**src/rtl/adder_share_arbiter.sv**
```systemverilog
// adder_share_arbiter: round-robin arbiter in front of one shared adder.
// A winner's operands are captured in IDLE, added in ADD, and the registered
// result is held in RESP until the consumer accepts it.
module adder_share_arbiter #(
    parameter int unsigned NUM_REQ = 4,
    parameter int unsigned WIDTH   = 32,
    parameter int unsigned ID_W    = 2
) (
    input  logic                     clk,
    input  logic                     rst_n,
    input  logic [NUM_REQ-1:0]       req_valid,
    output logic [NUM_REQ-1:0]       req_ready,
    input  logic [NUM_REQ*WIDTH-1:0] req_a,
    input  logic [NUM_REQ*WIDTH-1:0] req_b,
    input  logic [NUM_REQ-1:0]       req_cin,
    output logic                     rsp_valid,
    input  logic                     rsp_ready,
    output logic [ID_W-1:0]          rsp_id,
    output logic [WIDTH-1:0]         rsp_sum,
    output logic                     rsp_cout,
    output logic                     rsp_overflow,
    output logic                     busy
);

    typedef enum logic [1:0] {
        IDLE = 2'd0,
        ADD  = 2'd1,
        RESP = 2'd2
    } state_t;

    state_t           r_state;
    state_t           w_state_nxt;
    logic [ID_W-1:0]  r_ptr;
    logic [ID_W-1:0]  r_gnt;
    logic [WIDTH-1:0] r_a;
    logic [WIDTH-1:0] r_b;
    logic             r_cin;
    logic [WIDTH-1:0] r_sum;
    logic             r_cout;
    logic             r_ovf;
    logic [ID_W-1:0]  r_id;

    logic             w_any;
    logic [ID_W-1:0]  w_gnt;
    logic [WIDTH:0]   w_full;
    logic             w_accept;
    logic             w_rsp_done;

    // Round-robin search: first valid requester at or above r_ptr, wrapping.
    always_comb begin
        int unsigned idx;
        w_any = 1'b0;
        w_gnt = '0;
        idx   = 0;
        for (int unsigned off = 0; off < NUM_REQ; off++) begin
            idx = int'(r_ptr) + off;
            if (idx >= NUM_REQ) begin
                idx = idx - NUM_REQ;
            end
            if (!w_any && req_valid[idx]) begin
                w_any = 1'b1;
                w_gnt = idx[ID_W-1:0];
            end
        end
    end

    assign w_accept   = (r_state == IDLE) && w_any;
    assign w_rsp_done = (r_state == RESP) && rsp_ready;

    // One-hot ready to the winner, only while idle and out of reset.
    always_comb begin
        req_ready = '0;
        if (w_accept && rst_n) begin
            req_ready[w_gnt] = 1'b1;
        end
    end

    // Shared adder on the captured operands; bit WIDTH is the carry out.
    assign w_full = {1'b0, r_a} + {1'b0, r_b} + {{WIDTH{1'b0}}, r_cin};

    // State register.
    always_ff @(posedge clk or negedge rst_n) begin
        if (!rst_n) begin
            r_state <= IDLE;
        end else begin
            r_state <= w_state_nxt;
        end
    end

    // Next-state logic.
    always_comb begin
        w_state_nxt = r_state;
        unique case (r_state)
            IDLE:    if (w_any) w_state_nxt = ADD;
            ADD:     w_state_nxt = RESP;
            RESP:    if (rsp_ready) w_state_nxt = IDLE;
            default: w_state_nxt = IDLE;
        endcase
    end

    // Operand capture on acceptance and priority pointer update on response.
    always_ff @(posedge clk or negedge rst_n) begin
        if (!rst_n) begin
            r_a   <= '0;
            r_b   <= '0;
            r_cin <= 1'b0;
            r_gnt <= '0;
            r_ptr <= '0;
        end else begin
            if (w_accept) begin
                r_a   <= req_a[w_gnt*WIDTH +: WIDTH];
                r_b   <= req_b[w_gnt*WIDTH +: WIDTH];
                r_cin <= req_cin[w_gnt];
                r_gnt <= w_gnt;
            end
            if (w_rsp_done) begin
                if (r_gnt == ID_W'(NUM_REQ - 1)) begin
                    r_ptr <= '0;
                end else begin
                    r_ptr <= r_gnt + 1'b1;
                end
            end
        end
    end

    // Result registers, loaded in ADD and held through RESP.
    always_ff @(posedge clk or negedge rst_n) begin
        if (!rst_n) begin
            r_sum  <= '0;
            r_cout <= 1'b0;
            r_ovf  <= 1'b0;
            r_id   <= '0;
        end else if (r_state == ADD) begin
            r_sum  <= w_full[WIDTH-1:0];
            r_cout <= w_full[WIDTH];
            r_ovf  <= (r_a[WIDTH-1] == r_b[WIDTH-1]) &&
                      (w_full[WIDTH-1] != r_a[WIDTH-1]);
            r_id   <= r_gnt;
        end
    end

    assign rsp_valid    = (r_state == RESP);
    assign rsp_sum      = r_sum;
    assign rsp_cout     = r_cout;
    assign rsp_overflow = r_ovf;
    assign rsp_id       = r_id;
    assign busy         = (r_state != IDLE);

endmodule

```
**config.mk**
```make
export PLATFORM = sky130hd
export DESIGN_NAME = adder_share_arbiter
export DESIGN_NICKNAME = d
export VERILOG_FILES = /design/src/rtl/adder_share_arbiter.sv
export SDC_FILE = /design/constraint.sdc
export NUM_CORES = 1
export LEC_CHECK = 0
export BUFFER_PORTS_ARGS = -buffer_cell sky130_fd_sc_hd__buf_2
export CAP_MARGIN = 20
export CORE_ASPECT_RATIO = 0.5
export CORE_MARGIN = 8
export CORE_UTILIZATION = 54
export DETAILED_ROUTE_END_ITERATION = 6
export PLACE_DENSITY = 0.95
export SLEW_MARGIN = 20
export SYNTH_ARGS = -nofsm -noshare
export SYNTH_HDL_FRONTEND = slang
export SYNTH_SLANG_ARGS = --single-unit
```
**constraint.sdc**
```tcl
create_clock -name clk -period 4.75 [get_ports clk]
set_input_delay 0.2375 -clock clk [delete_from_list [all_inputs] [get_ports clk]]
set_output_delay 0.2375 -clock clk [all_outputs]
set_load 0.05 [all_outputs]
```
; ---- Word-level counts from Yosys, hierarchy flattened
; Index checks and enable logic that the tools add are counted.
[totals]
ff_bits = 107
latch_bits = 0
ramBits = 0
rom_bits = 0
input_bits = 267
n_memories = 0
[op_classes]
addsub = 10
multipliers = 0
n_div = 0
magnitude_cmp = 10
eq_ne = 7
shift = 2
n_mux = 29
bitwise_logic = 0
reduce_logical = 14
[op_table]
columns = cell, n
row1 = 128-bit by 8-bit indexed part select with 32-bit output, 2
row2 = "32-bit by 3-bit less-than comparator with 1-bit output, second input constant", 4
row3 = 32-bit two-way mux, 4
row4 = 32-bit by 32-bit adder with 33-bit output, 1
row5 = 33-bit by 1-bit adder with 33-bit output, 1
row6 = 2-bit two-way mux, 7
row7 = "3-bit by 3-bit subtractor with 4-bit output, second input constant", 3
row8 = 1-bit binary-select mux with 2-bit select, 5
row9 = 1-bit two-way mux, 10
row10 = "3-bit greater-or-equal comparator, second input constant", 3
row11 = 1-bit logical AND, 8
row12 = "2-bit by 2-bit adder with 3-bit output, second input constant", 2
row13 = 2-bit one-hot mux with 3 select lines, 1
row14 = "2-bit equality test, second input constant", 2
row15 = 4-bit two-way mux, 1
row16 = "2-bit by 3-bit subtractor with 4-bit output, second input constant", 1
row17 = "2-bit by 1-bit adder with 3-bit output, second input constant", 1
row18 = "2-bit by 3-bit greater-or-equal comparator with 1-bit output, second input constant", 1
row19 = 1-bit zero test, 3
row20 = "2-bit by 3-bit less-than comparator with 1-bit output, second input constant", 1
row21 = "2-bit by 1-bit adder with 2-bit output, second input constant", 1
row22 = 1-bit demux with 2-bit select, 1
row23 = "2-bit by 1-bit equality test with 1-bit output, second input constant", 1
row24 = "2-bit by 1-bit greater-or-equal comparator with 1-bit output, second input constant", 1
row25 = 7 further kinds, 7

; ---- Depth between registers and ports, before layout
; Gate-level depths: netlist of the first run.
[depth]
word_depth = 19
mapped_depth = 10
mapped_depth_nobuf = 9

; ---- Least setup slack after synthesis of the first run
; Ideal clock, no wire load.
[synth_path]
kind = register to output
startpoint = reg r_ptr[1]
endpoint = out req_ready[2]
t_arrival_ns = 2.846
setup_slack_ns = 1.666
stages_incl_launch_ff = 8
cell_sequence = dfrtp_1 -> nand2b_1 -> a21o_1 -> o211a_1 -> clkbuf_1 -> buf_2 -> buf_2 -> nor4_1
[synth_between]
elab_chain_len = 19
[synth_rtl]
columns = element, line
row1 = from (decl), 33  ; logic [ID_W-1:0] r_ptr;
row2 = from (signal assigned), 120  ; r_ptr <= r_gnt + 1'b1;
row3 = "parallel branches: the longest is 18 deep, another holds 3-bit by 3-bit subtractor with 4-bit output", n/a
row4 = 4-bit two-way mux *, 73  ; if (w_accept && rst_n) begin
row5 = to (decl), 12  ; output logic [NUM_REQ-1:0] req_ready,
; Mark *: on every way between the ends. The select of a mux whose other input is x is not followed.

; ---- Final worst setup path of the first run
[layout_path]
startpoint = reg r_a[0]
endpoint = reg r_sum[30] (netlist: rsp_sum[30])
[layout_between]
elab_chain_len = 2
[layout_rtl]
columns = element, line
row1 = from (decl), 35  ; logic [WIDTH-1:0] r_a;
row2 = from (signal assigned), 111  ; r_a <= req_a[w_gnt*WIDTH +: WIDTH];
row3 = 32-bit by 32-bit adder with 33-bit output, 79  ; assign w_full = {1'b0, r_a} + {1'b0, r_b} + {{WIDTH{1'b0}}, r_cin};
row4 = 33-bit by 1-bit adder with 33-bit output, 79
row5 = to (signal assigned), 134  ; r_sum <= w_full[WIDTH-1:0];
row6 = to (decl), 38  ; logic [WIDTH-1:0] r_sum;
; No other way between the ends.
; A chain may end at the register's enable or synchronous reset.

==> results of run 1 <==
## kinds of logic (layout without fill, tap and decap cells)
kind of cell,Yosys count,count (layout),synth area share (%)
other,0,1,0
buffers and inverters,89,345,4.946
XOR/XNOR,24,24,2.689
adder cells (fa/ha/maj),34,34,5.635
multiplexers,4,4,0.5922
AND/OR/NAND/NOR,598,598,31.39
flip-flops,107,107,34.26
AO/OA/AOI/OAI,276,276,20.49
## registers in the layout (all words and copies together), names as in the netlist
name and flops:
r_a 32, r_b 32, rsp_sum 32, r_gnt 2, r_ptr 2, r_state 2, rsp_id 2, r_cin 1
rsp_cout 1, rsp_overflow 1
## per-stage QoR
| stage | util [%] | setup WS, ns | cell area (sq um) |
|---|---|---|---|
| after global routing | 67.75 | 1.410 | 9697 |
| after detailed placement | 65.43 | 1.718 | 9364 |
| after CTS | 67.73 | 1.692 | 9694 |
| final | 67.75 | 1.613 | 9697 |
| after floorplan | - | 1.666 | 7816 |
| after global placement | 65.43 | 1.763 | 9364 |
## power by group through the flow
stage	clock [W]	sequential [W]	combinational, W
finish	0.000819	0.00177	0.00544
global route	0.000858	0.00181	0.00598
global placement	0	0.00172	0.00520
CTS	0.000830	0.00175	0.00534
floorplan	0	0.00213	0.00347
detailed placement	0	0.00176	0.00529
## cells in the mapped netlist, types with 2 or more instances
cell type | count | share of area [%]
nor2_1 | 21 | 1.0
a21boi_1 | 4 | 0.38
o311ai_1 | 2 | 0.22
o21ai_0 | 23 | 1.5
a31oi_1 | 9 | 0.72
nor3_1 | 7 | 0.45
a211oi_1 | 4 | 0.38
o31ai_1 | 4 | 0.38
ha_1 | 32 | 5.1
o21bai_1 | 3 | 0.29
nand4_1 | 8 | 0.64
nand3_1 | 76 | 4.9
nor4_1 | 3 | 0.24
or2_1 | 2 | 0.16
xor2_1 | 12 | 1.3
o211a_1 | 3 | 0.38
fa_1 | 2 | 0.51
xnor2_1 | 12 | 1.3
o221ai_1 | 4 | 0.45
o211ai_1 | 6 | 0.58
nand2_1 | 459 | 22
mux2i_1 | 2 | 0.26
buf_2 | 30 | 1.9
nand2b_1 | 5 | 0.40
a21oi_2 | 3 | 0.34
a21boi_0 | 2 | 0.19
o21a_1 | 5 | 0.48
nor2b_1 | 2 | 0.16
clkbuf_1 | 41 | 2.0
nand4b_1 | 2 | 0.22
o22ai_1 | 2 | 0.16
and2_1 | 3 | 0.24
inv_1 | 14 | 0.67
a21oi_1 | 37 | 2.4
dfrtp_1 | 107 | 34
and2b_2 | 2 | 0.22
and3_1 | 3 | 0.24
a21o_1 | 13 | 1.2
o21ai_1 | 143 | 9.2
## worst max-delay path, stage by stage (launching register included)
cell,delay (ns)
dfrtp_1,0.41
fa_1,0.47
fa_1,0.42
a21oi_1,0.21
o221ai_1,0.29
a31oi_1,0.45
a31oi_1,0.23
a22oi_1,0.22
mux2i_1,0.20
o311ai_1,0.11
## cell usage in the layout (no fill, tap or decap), types with 4 or more instances in the layout
cell type	instances
nand2_1	459
buf_2	307
o21ai_1	143
dfrtp_1	107
nand3_1	76
a21oi_1	37
ha_1	32
o21ai_0	23
nor2_1	20
inv_1	14
a21o_1	12
xnor2_1	12
xor2_1	12
a31oi_1	9
clkbuf_16	9
nand4_1	8
nor3_1	7
buf_4	7
o211ai_1	6
o21a_1	5
o31ai_1	4
nand2b_1	4
o221ai_1	4
a211oi_1	4
a21boi_1	4
## metal layers
metal	track usage, %	up-vias	routed length, um
met5	0	-	0
met3	8.921	41	3034
met4	7.035	0	481
li1	-	4333	-
met1	40.87	4108	12400
met2	43.12	418	12300
## area by class of cell
type / instances / area (sq um) / area share (%)
multi-input cells: 936 / 4777 / 49.26
flip-flops and latches: 107 / 2678 / 27.61
clock inverters: 6 / 95.09 / 0.9806
inverters: 14 / 52.55 / 0.5419
well taps: 198 / 247.7 / 2.555
repair buffers: 316 / 1619 / 16.70
clock buffers: 9 / 225.2 / 2.323
diodes: 1 / 2.502 / 0.02581
## repair_timing
item,in CTS,in global routing
hold endpoints to repair,40,0
buffers inserted,0,0
hold buffers,1,0
## worst max-delay path by stage
stage	from	slack, ns	cells after the start	endpoint
after floorplan	r_ptr[1]	1.67	7	req_ready[2]
after global placement	r_a[0]	1.76	9	rsp_sum[30]
after detailed placement	r_a[0]	1.72	9	rsp_sum[30]
after CTS	r_a[0]	1.69	9	rsp_sum[30]
after global routing	r_a[0]	1.41	9	rsp_sum[30]
final	r_a[0]	1.61	9	rsp_sum[30]
==> impl_results.md, run 1 <==
- Status: complete, no violations
- Setup Skew: 0.006538 ns
- Fin cells: 1587
- Drt wl/cell: 17.78 um
- Ports: 309
- Hold slack: 0.09231 ns
- TritonCTS clock tree: built
- Fill count: 1241
- Unique masters post-synth: 59
- WP data arrival: 3.36 ns
- Final slew viol count: 0
- Clk slew on worst S/H paths: 0.07 ns
- Number of flops mapped to enable cells by yosys: 0
- CTS Buf Count: 9
- First-pass GRT wire length: 43.34 mm
- PwrDens: 828.1 nW/um^2
- Iteration-0 DRC Markers: 884
- Final net count: 1685
- Vias in the first global route: 8408
- Seq/Total Area, Yosys: 34.26%
- Worst Tran Pin Value: 0.8568 ns
- Via count: 8900
- Critical hold path startpoint: rsp_ready
- Maxcap violations: 0
- FF-to-FF Start: r_a[0]
- H-tree lvl count: 3
- Gr ovfl total: 0
- Initial Util: 54.61%
- Switching pwr: 0.004407 W
- Initial antenna violation count: 1
- Clock group share of total power: 10.2%
- Max Clock Freq: 318.8 MHz
- Clk sinks: 107
- Min Clock Period, post-route: 3.137 ns
- Crit path launch type: flop
- Antenna Nets Post-Route: 0
- HP Class: in2reg
- TritonRoute pass-1 iters: 5
- Syn_area_per_cell: 6.905 sq um
- Finish-stage setup viols: 0
- Layout cells sized above 1: 25.07%
- Part of the cycle the worst path needs: 66.03%
- Worst Path Max Fanout: 3
- R2R depth: 9
- Crit Reg-Reg Endpoint: rsp_sum[30]
- FFs w/ async S/R, synth: 100.0%
- Worst-Skew Late Latency: 0.35 ns
- Int Power: 0.003622 W
- Overall power: 0.008029 W
- Kind of critical path: reg2reg
- Fin. Hold Viols: 0
- R2R Setup Slk: 1.61 ns
- Combinational power share: 67.7%
- Yosys warns: 0
- FF+latch count, synth: 107
- Vias per std cell: 5.608
- Synthesized area: 7816 sq um
- Total placed cells including tap cells: 1570
- Final WL: 28.21 mm
- Hold depth: 2
- Max-slew headroom: 42.88%
- Post-route DRC: 0
- Synth Flop Type: dfrtp_1
- Switching portion of total power: 54.89%
- Die area: 18810 sq um
- Area grow syn2layout: 24.06%
- Mapped Nets: 1433
- Port buffer count: 308
- VDD IR max: 0.3064 mV
- Clock root cell: clkbuf_16
- GP Congestion: 0.9466
- RSZ-0062 raised after global routing: false
- Die width: 186.1 um
- CP Data Required Time: 4.97 ns
- Post-synthesis cell count: 1132
- Hold path endpoint: r_state[1]
- Die H: 101.1 um
- Crit end category: flop
- Number of core rows: 31
- Largest net degree at the start of global routing: 133
- Post-CTS Resized: 0
- Sequential share of power: 22.1%
- Core Box Area: 14310 sq um
- Post-DP HPWL: 22.31 mm
- Max Buffers Root-to-Sink: 2
- GRT Util Overall: 29.18%
- P_leak: 5.127 nW
- Setup TNS: 0 ns
No activity file was read; power rests on OpenSTA's default activity.
==> inputs of run 2 (changes only) <==
CORE_UTILIZATION = 50   (was 54)
PLACE_DENSITY = 0.92   (was 0.95)
clock period = 3.2 ns   (was 4.75 ns; I/O delays follow)
==> impl_results.md, run 2 (synthesis results as in run 1) <==
- Post-DP HPWL: 23.10 mm
- CTS Buf Count: 9
- Part of the cycle the worst path needs: 92.98%
- Setup Skew: 0.008517 ns
- CP Data Required Time: 3.41 ns
- Core Box Area: 15330 sq um
- Crit end category: flop
- Post-route DRC: 0
- Final slew viol count: 0
- Commonest non-fill, non-tap cells in the layout: nand2_1, buf_2, o21ai_1
- Diodes inserted: 0
- Largest net degree at the start of global routing: 84
- Worst Tran Pin Value: 0.8661 ns
- Post-CTS Resized: 0
- Clk sinks: 107
- Drt wl/cell: 17.57 um
- Crit path launch type: flop
- Via count: 8842
- Clock root cell: clkbuf_16
- Min Clock Period, post-route: 2.975 ns
- Gr ovfl total: 0
- Max-slew headroom: 42.26%
- TritonRoute pass-1 iters: 5
- Maxcap violations: 0
- First-pass GRT wire length: 43.75 mm
- Worst Path Max Fanout: 3
- Iteration-0 DRC Markers: 861
- RSZ-0062 raised after global routing: false
- Setup TNS: 0 ns
- TritonCTS clock tree: built
- Max Buffers Root-to-Sink: 2
- Initial Util: 50.97%
- Initial antenna violation count: 1
- Number of core rows: 32
- Die H: 104.4 um
- Non-Filler Cell Area, Final: 9748 sq um
- GP Congestion: 0.9726
- GRT Util Overall: 26.81%
- Antenna Nets Post-Route: 0
- Most common cell after layout, fill and taps aside: nand2_1
- H-tree lvl count: 3
- Final net count: 1692
- WP data arrival: 3.18 ns
- Slowest stage cell, crit path: fa_1
- Final WL: 28.12 mm
- Finish-stage setup viols: 0
- VDD IR max: 0.6206 mV
- CP peak stage delay: 0.47 ns
- Hold slack: 0.1672 ns
- HP Class: in2reg
- Clk slew on worst S/H paths: 0.08 ns
- Critical path buffers and inverters: 1
- Die width: 192.8 um
- Kind of critical path: reg2reg
- Ports: 309
- CP Cell Sequence: fa_1, fa_1, a21oi_1, o221ai_1, a31oi_1, buf_4, a31oi_1, a22oi_1, mux2i_1, o311ai_1
- Layout cells sized above 1: 25.43%
- Area grow syn2layout: 24.72%
- Core Util, Final: 63.57%
- P_leak: 5.151 nW
- Max Clock Freq: 336.1 MHz
- Fill count: 1409
- Vias in the first global route: 8424
- Vias per std cell: 5.526
- Worst-Skew Late Latency: 0.35 ns
- Placed cell area: 9429 sq um
- Status: complete, no violations
- R2R Setup Slk: 0.22 ns
- Die area: 20130 sq um
- Cell family with most CP delay: compound AO/OA/AOI/OAI gates
- Port buffer count: 308
- PwrDens: 1204 nW/um^2
- Fin. Hold Viols: 0
run 2: power by group:
part           leakage [nW]  switching [W]  total, W  internal, W
clock                 0.144       0.000546   0.00111     0.000569
sequential             1.31       0.000536   0.00260      0.00206
combinational          3.70        0.00537   0.00802      0.00266
run 2: layer usage:
| layer | vias to the layer above | global-route usage (%) | routed length [um] |
|---|---|---|---|
| li1 | 4340 | - | - |
| met1 | 4076 | 38.27 | 12780 |
| met2 | 386 | 38.86 | 11920 |
| met3 | 38 | 8.601 | 3005 |
| met4 | 2 | 5.315 | 390 |
| met5 | - | 0 | 11 |
run 2: layout make-up:
type / instances / area (sq um) / area share (%)
well taps: 204 / 255.2 / 2.618
flip-flops and latches: 107 / 2678 / 27.47
clock inverters: 6 / 56.30 / 0.5776
inverters: 14 / 52.55 / 0.5391
clock buffers: 10 / 239.0 / 2.452
multi-input cells: 936 / 4777 / 49.01
repair buffers: 323 / 1690 / 17.34
run 2: worst register-to-register path, cell delays in order, from the launching register on:
cell and delay (ns):
dfrtp_1 0.40, fa_1 0.47, fa_1 0.41, a21oi_1 0.22
o221ai_1 0.24, a31oi_1 0.25, buf_4 0.16, a31oi_1 0.12
a22oi_1 0.23, mux2i_1 0.22, o311ai_1 0.11
run 2: path summary, 6_finish.rpt:
check,start,cells after the start,to
min in group asynchronous,rst_n,2,rsp_sum[29]
worst max-delay path,r_a[0],10,rsp_sum[30]
worst min-delay path,req_b[59],5,r_b[27]
worst min register to register,rsp_id[1],2,rsp_id[1]
worst max register to register,r_a[0],10,rsp_sum[30]
max in group asynchronous,rst_n,3,r_a[12]
run 2: timing repair:
action | 4_1_cts | 5_1_grt
endpoints found under the setup margin | 0 | 0
hold buffers | 2 | 0
setup buffers | 0 | 0
hold endpoints to repair | 29 | 0
run 2: metrics by stage:
stage	std cells	total power (W)	setup slack [ns]
CTS	1600	0.01163	0.2346
floorplan	1132	0.008315	0.1935
global placement	1582	0.01030	0.3645
finish	1600	0.01174	0.2247
global route	1600	0.01264	0.01027
detailed placement	1582	0.01048	0.2576
